===== config.mk =====
export PLATFORM = sky130hd
export DESIGN_NAME = calc_ctrl
export DESIGN_NICKNAME = d
export VERILOG_FILES = /design/src/rtl/calc_ctrl.sv
export SDC_FILE = /design/constraint.sdc
export NUM_CORES = 1
export LEC_CHECK = 0
export CAP_MARGIN = 20
export CORE_MARGIN = 10
export CORE_UTILIZATION = 40
export CTS_CLUSTER_DIAMETER = 40
export DETAILED_ROUTE_END_ITERATION = 16
export DONT_BUFFER_PORTS = 1
export SETUP_SLACK_MARGIN = 0.5
export SLEW_MARGIN = 20
export SYNTH_ARGS = -nofsm -noshare
export SYNTH_HDL_FRONTEND = slang
export SYNTH_SLANG_ARGS = --single-unit

===== constraint.sdc =====
create_clock -name clk -period 1.7 [get_ports clk]
set_input_delay 0.51 -clock clk [delete_from_list [all_inputs] [get_ports clk]]
set_output_delay 0.51 -clock clk [all_outputs]
set_load 0.02 [all_outputs]

===== src/rtl/calc_ctrl.sv =====
// Sequences ALU-sample, memory-access and transmitter-load strobes for one calculator command at a time.
// Latency: direct sample@1/load@2, write sample@1/access@2, read access@1/load@3 cycles after the command edge.
// Backpressure: no queueing; commands seen while busy or inactive are dropped and flagged (opt. CALC_CTRL_TIMEOUT_EN).
module calc_ctrl #(
    parameter int ADDR_W     = 8,
    parameter int TX_TIMEOUT = 1023
) (
    input  logic              clk,
    input  logic              reset,
    input  logic              calcActive,
    input  logic              calcMode,
    input  logic              validCmd,
    input  logic              rwMem,
    input  logic [ADDR_W-1:0] addr,
    input  logic              txDone,
    output logic              busy,
    output logic              sampleData,
    output logic              accessMem,
    output logic              rwMemOut,
    output logic [ADDR_W-1:0] memAddr,
    output logic              muxSel,
    output logic              transferData,
    output logic              cmdDropped
`ifdef CALC_CTRL_TIMEOUT_EN
    ,
    output logic              txTimeout
`endif
);

    typedef enum logic [2:0] {
        IDLE,
        EXEC,
        WRITE_MEM,
        READ_MEM,
        READ_WAIT,
        TX_LOAD,
        TX_WAIT
    } state_t;

    state_t state;
    state_t nextState;
    logic   acceptCmd;
    logic   cmdWrite;
    logic   cmdRead;

`ifdef CALC_CTRL_TIMEOUT_EN
    localparam int CNT_W = $clog2(TX_TIMEOUT + 1);
    logic [CNT_W-1:0] txCnt;
    logic             timeoutHit;
`endif

    always_comb begin
        nextState = state;
        acceptCmd = 1'b0;
`ifdef CALC_CTRL_TIMEOUT_EN
        timeoutHit = 1'b0;
`endif
        case (state)
            IDLE: begin
                if (validCmd && calcActive) begin
                    acceptCmd = 1'b1;
                    nextState = (calcMode && !rwMem) ? READ_MEM : EXEC;
                end
            end
            EXEC:      nextState = cmdWrite ? WRITE_MEM : TX_LOAD;
            WRITE_MEM: nextState = IDLE;
            READ_MEM:  nextState = READ_WAIT;
            READ_WAIT: nextState = TX_LOAD;
            TX_LOAD:   nextState = TX_WAIT;
            TX_WAIT: begin
                if (txDone) begin
                    nextState = IDLE;
`ifdef CALC_CTRL_TIMEOUT_EN
                end else if (txCnt == CNT_W'(TX_TIMEOUT - 1)) begin
                    nextState  = IDLE;
                    timeoutHit = 1'b1;
`endif
                end
            end
            default:   nextState = IDLE;
        endcase
    end

    // Outputs are decoded from nextState so they line up with the state register.
    always_ff @(posedge clk) begin
        if (!reset) begin
            state        <= IDLE;
            busy         <= 1'b0;
            sampleData   <= 1'b0;
            accessMem    <= 1'b0;
            rwMemOut     <= 1'b0;
            muxSel       <= 1'b0;
            transferData <= 1'b0;
            cmdDropped   <= 1'b0;
            memAddr      <= '0;
            cmdWrite     <= 1'b0;
            cmdRead      <= 1'b0;
`ifdef CALC_CTRL_TIMEOUT_EN
            txCnt        <= '0;
            txTimeout    <= 1'b0;
`endif
        end else begin
            state        <= nextState;
            busy         <= (nextState != IDLE);
            sampleData   <= (nextState == EXEC);
            accessMem    <= (nextState == WRITE_MEM) || (nextState == READ_MEM);
            rwMemOut     <= (nextState == WRITE_MEM);
            transferData <= (nextState == TX_LOAD);
            muxSel       <= (nextState == READ_WAIT) ||
                            (((nextState == TX_LOAD) || (nextState == TX_WAIT)) && cmdRead);
            cmdDropped   <= validCmd && ((state != IDLE) || !calcActive);
            if (acceptCmd) begin
                memAddr  <= addr;
                cmdWrite <= calcMode && rwMem;
                cmdRead  <= calcMode && !rwMem;
            end
`ifdef CALC_CTRL_TIMEOUT_EN
            if (state == TX_LOAD) begin
                txCnt <= '0;
            end else if (state == TX_WAIT) begin
                txCnt <= txCnt + CNT_W'(1);
            end
            txTimeout <= timeoutHit;
`endif
        end
    end

endmodule


* Word level (Yosys, flattened, before mapping)
Cells that the tools add are included.
Storage, ports and cells: bits in registers 20, output and inout port bits 15, logic and storage cells 43
Operators by class: eq/ne operators 11, multiplexer cells 7, reductions and logical operators 14
Operators with widths (count):
- $eq A3 B3 Y1 const B | 6
- $pmux W3 S6 | 1
- $eq A3 B2 Y1 const B | 3
- $mux W3 | 3
- $eq A3 B1 Y1 const B | 2
- $reduce_bool A3 Y1 | 2
- $logic_and A1 B1 Y1 | 5
- $logic_or A1 B1 Y1 | 4
- $logic_not A3 Y1 | 1
- $logic_not A1 Y1 | 2
- $mux W1 | 2
- $mux W2 | 1

* Longest topological paths before layout
word-level depth 9, mapped depth 4

* Worst setup path after synthesis
Ideal clock, no wire load.
path type input to register, from input port calcActive, to register muxSel, setup time 0.117 ns, arrival 1.278 ns, setup slack 0.305 ns, cell stages on the path 4, path buffers 0, path through nor4b_2 > nand4b_1 > and3_1 > a22o_1
On the way: cells in the longest elaborated chain, start to end 7
Ends and longest elaborated chain:
- from (decl) | line 10 | input logic calcActive,
- $logic_and A1 B1 Y1 (*) | line 60 | if (validCmd && calcActive) begin
- $mux W3 (*) | line 60
- $pmux W3 S6 (*) | line 58 | case (state)
- $eq A3 B3 Y1 | line 110 | (((nextState == TX_LOAD) || (nextState == TX_WAIT)) && cmdRead);
- $logic_or A1 B1 Y1 | line 110
- $logic_and A1 B1 Y1 | line 110
- $logic_or A1 B1 Y1 (*) | line 109 | muxSel <= (nextState == READ_WAIT) ||
- to (signal assigned) | line 109
- to (decl) | line 21 | output logic muxSel,
Every way passes the cells marked *; elsewhere a longest branch is shown, timed or not. A chain may end at the register's enable or synchronous reset.

* Worst setup path after layout
from register state[0], to register muxSel
On the way: cells in the longest elaborated chain, start to end 6
Ends and longest elaborated chain:
- from (decl) | line 40 | state_t state;
- from (signal assigned) | line 103 | state <= nextState;
- $eq A3 B3 Y1, or another cell as far along | line 58
- $pmux W3 S6 (*) | line 58
- $eq A3 B3 Y1 | line 110
- $logic_or A1 B1 Y1 | line 110
- $logic_and A1 B1 Y1 | line 110
- $logic_or A1 B1 Y1 (*) | line 109
Marks and branches as above.

==> impl_metrics.yaml <==
min_path:
  hold_start: "validCmd"
  holdPathStages: 2
  hold_class: "input pin to flop"
synthesis:
  synth-seq-cells: 20
  synthCells: 82
  synth_nets: 97
  avgSynthCellArea_um2: 9.28
  ys_seq_area_share_pct: 52.6
  synthesis.area_um2: 761
  synth_warnings: 0
  ys_types: 24
floorplan:
  dieWidth_um: 63.6
  pin_count: 30
  coreArea_um2: 1760
  dieArea_um2: 4050
  initial_core_util_pct: 43.1
  die_height_um: 63.6
  fp-row-count: 15
power_and_ir_drop:
  swShare_pct: 30.2
  irDropWorstVdd_mv: 0.526
  p_int_mw: 0.729
  p_clk_share_pct: 21.3
  p_comb_share_pct: 23.2
  seqPwrFrac_pct: 55.4
  power_density_nw_per_um2: 959
  p_leak_nw: 0.382
  p_switching_mw: 0.315
timing:
  min_period_over_period_pct: 81.4
  fmax_ghz: 0.723
  rsz0062_at_grt: "yes"
  setup_tns_ns: 0
  clock_skew_ns: 0.00577
  period_minus_slack_ns: 1.38
  hold_violations: 0
  worstMarginPinSlew_ns: 0.299
  drv_slew: 0
  slew_headroom_pct: 80.1
  setup_viol: 0
placement:
  numPortBuffers: 0
  dp_hpwl_um: 1250
  place_area_um2: 830
  dp.cells: 105
  place.gp.congestion: 0.802
clocking:
  cts_num_sinks: 20
  cts_buffers: 3
  cts_tree: "yes"
  root_buffer: "clkbuf_4"
  htree_levels: 1
  path_clk_slew_ns: 0.10
  clk_latency_ns: 0.29
  cts.path.max_buffers: 2
global_route:
  grt_first_pass_wirelength_um: 2880
  antenna_found_initial: 0
  grt_max_degree: 17
  grt_usage_pct: 9.03
  grt.overflow.total: 0
  first_global_vias: 562
setup_path:
  required_ns: 1.90
  cp-end-kind: "flop"
  r2r-start: "state[0]"
  worstSetupStartpointType: "flop"
  cp_data_arrival_time_ns: 1.58
  crit_fanout: 7
  worst-setup-path-type: "flop to flop"
  reg2reg_depth: 4
  crit_path_start: "state[0]"
status:
  outcome: "finished clean"
finish:
  n_antenna_cell: 0
  instances_no_fill: 118
  post_route_cells_drive_above_1_share_pct: 55.9
  layout.area.seq_um2: 463
  nNetsFinal: 109
  area_delta_synth_final_pct: 43.1
  multi_input_area_um2: 489
  fin_area_um2: 1090
  fill_cells: 160
route:
  num_vias: 639
  dr.pass1.iters: 4
  drc: 0
  detail-route-antenna-nets: 0
  drt_iter0_markers: 15
  wl_per_cell_um: 17.0
  via_per_inst: 5.42
  drt_wl_total_um: 2010
job:
  drv_cap: 0
-- cell families after synthesis --
family | share of synthesized area [%]
AND/OR/NAND/NOR | 28.9
flip-flops | 52.6
AO/OA/AOI/OAI | 16.8
buffers and inverters | 1.64
-- registers in the layout, indices dropped and copies added, names as in the netlist --
register / flops
memAddr: 8
sampleData: 1
muxSel: 1
cmdDropped: 1
rwMemOut: 1
state: 3
cmdWrite: 1
busy: 1
transferData: 1
accessMem: 1
cmdRead: 1
-- timing repair --
action	in CTS	in global routing
pin swaps	6	24
setup buffers	2	5
resized for setup	39	26
setup endpoints to repair	33	33
hold buffers	0	0
endpoints found under the hold margin	0	0
gates cloned	1	1
-- layer usage --
metal  wire (um)  track usage (%)  share of wire, %  vias to the layer above
met4          15             4.10              0.75                        0
met1         802             10.4                40                      300
met3         218             5.65                11                        2
li1            -                -                 -                      319
met2         969             12.8                48                       18
met5           0                0                 0                        -
-- synth_stat cells, drive strengths merged --
cell type / number / area [um^2]
nand3: 9 / 45.0
nand2: 14 / 52.6
buf: 1 / 5.00
a21oi: 2 / 10.0
nor2b: 1 / 6.26
nor4b: 1 / 15.0
nand2b: 1 / 6.26
and2: 3 / 18.8
o211ai: 1 / 7.51
or4b: 1 / 10.0
dfxtp: 20 / 400
o31a: 1 / 8.76
a22o: 1 / 8.76
nand4: 1 / 6.26
o31ai: 1 / 7.51
nor3b: 2 / 15.0
clkbuf: 2 / 7.51
a21boi: 10 / 75.1
and3: 1 / 6.26
nor2: 3 / 11.3
nand4b: 1 / 8.76
o21ai: 2 / 10.0
nor3: 2 / 10.0
and3b: 1 / 8.76
-- power groups by stage --
stage	Sequential [mW]	Clock [mW]	Combinational [mW]
2_1_floorplan	0.585	0	0.115
3_3_place_gp	0.596	0	0.129
3_5_place_dp	0.595	0	0.131
4_1_cts	0.581	0.234	0.169
5_1_grt	0.585	0.257	0.261
6_report	0.579	0.223	0.242
-- layout by cell type (no fill, tap or decap), types with 3 or more instances in the layout --
master	instances
buf_6	3
nand3_2	8
clkbuf_4	3
a21boi_1	9
buf_4	6
and2_1	3
dfxtp_4	16
nand2_1	12
-- worst paths after layout --
path                            slack (ns)          to
worst max register to register        0.32      muxSel
worst min-delay path                  0.32  cmdDropped
worst min register to register        0.48    cmdWrite
worst max-delay path                  0.32      muxSel
-- layout make-up --
type,instances,area share [%]
clock buffer,4,2.41
timing repair buffer,9,7.24
sequential,20,42.5
multi-input combinational,60,44.9
tap,25,2.87
-- worst max-delay path, cell delays in order (launching register included) --
cell and delay [ns]:
dfxtp_4 0.39, nor4b_4 0.31, nand4b_1 0.19, and3_4 0.23, a22o_1 0.17
-- metrics by stage --
stage | setup WS (ns) | utilization [%] | hold slack [ns] | total power [mW]
after CTS | 0.319 | 54.8 | 0.303 | 0.984
after detailed placement | 0.273 | 47.0 | 0.464 | 0.727
after floorplan | 0.358 | - | 0.444 | 0.700
final | 0.316 | 61.7 | 0.317 | 1.04
after global routing | 0.261 | 61.7 | 0.297 | 1.10
after global placement | 0.301 | 47.0 | 0.465 | 0.725
(Power assumes the default switching activity.)
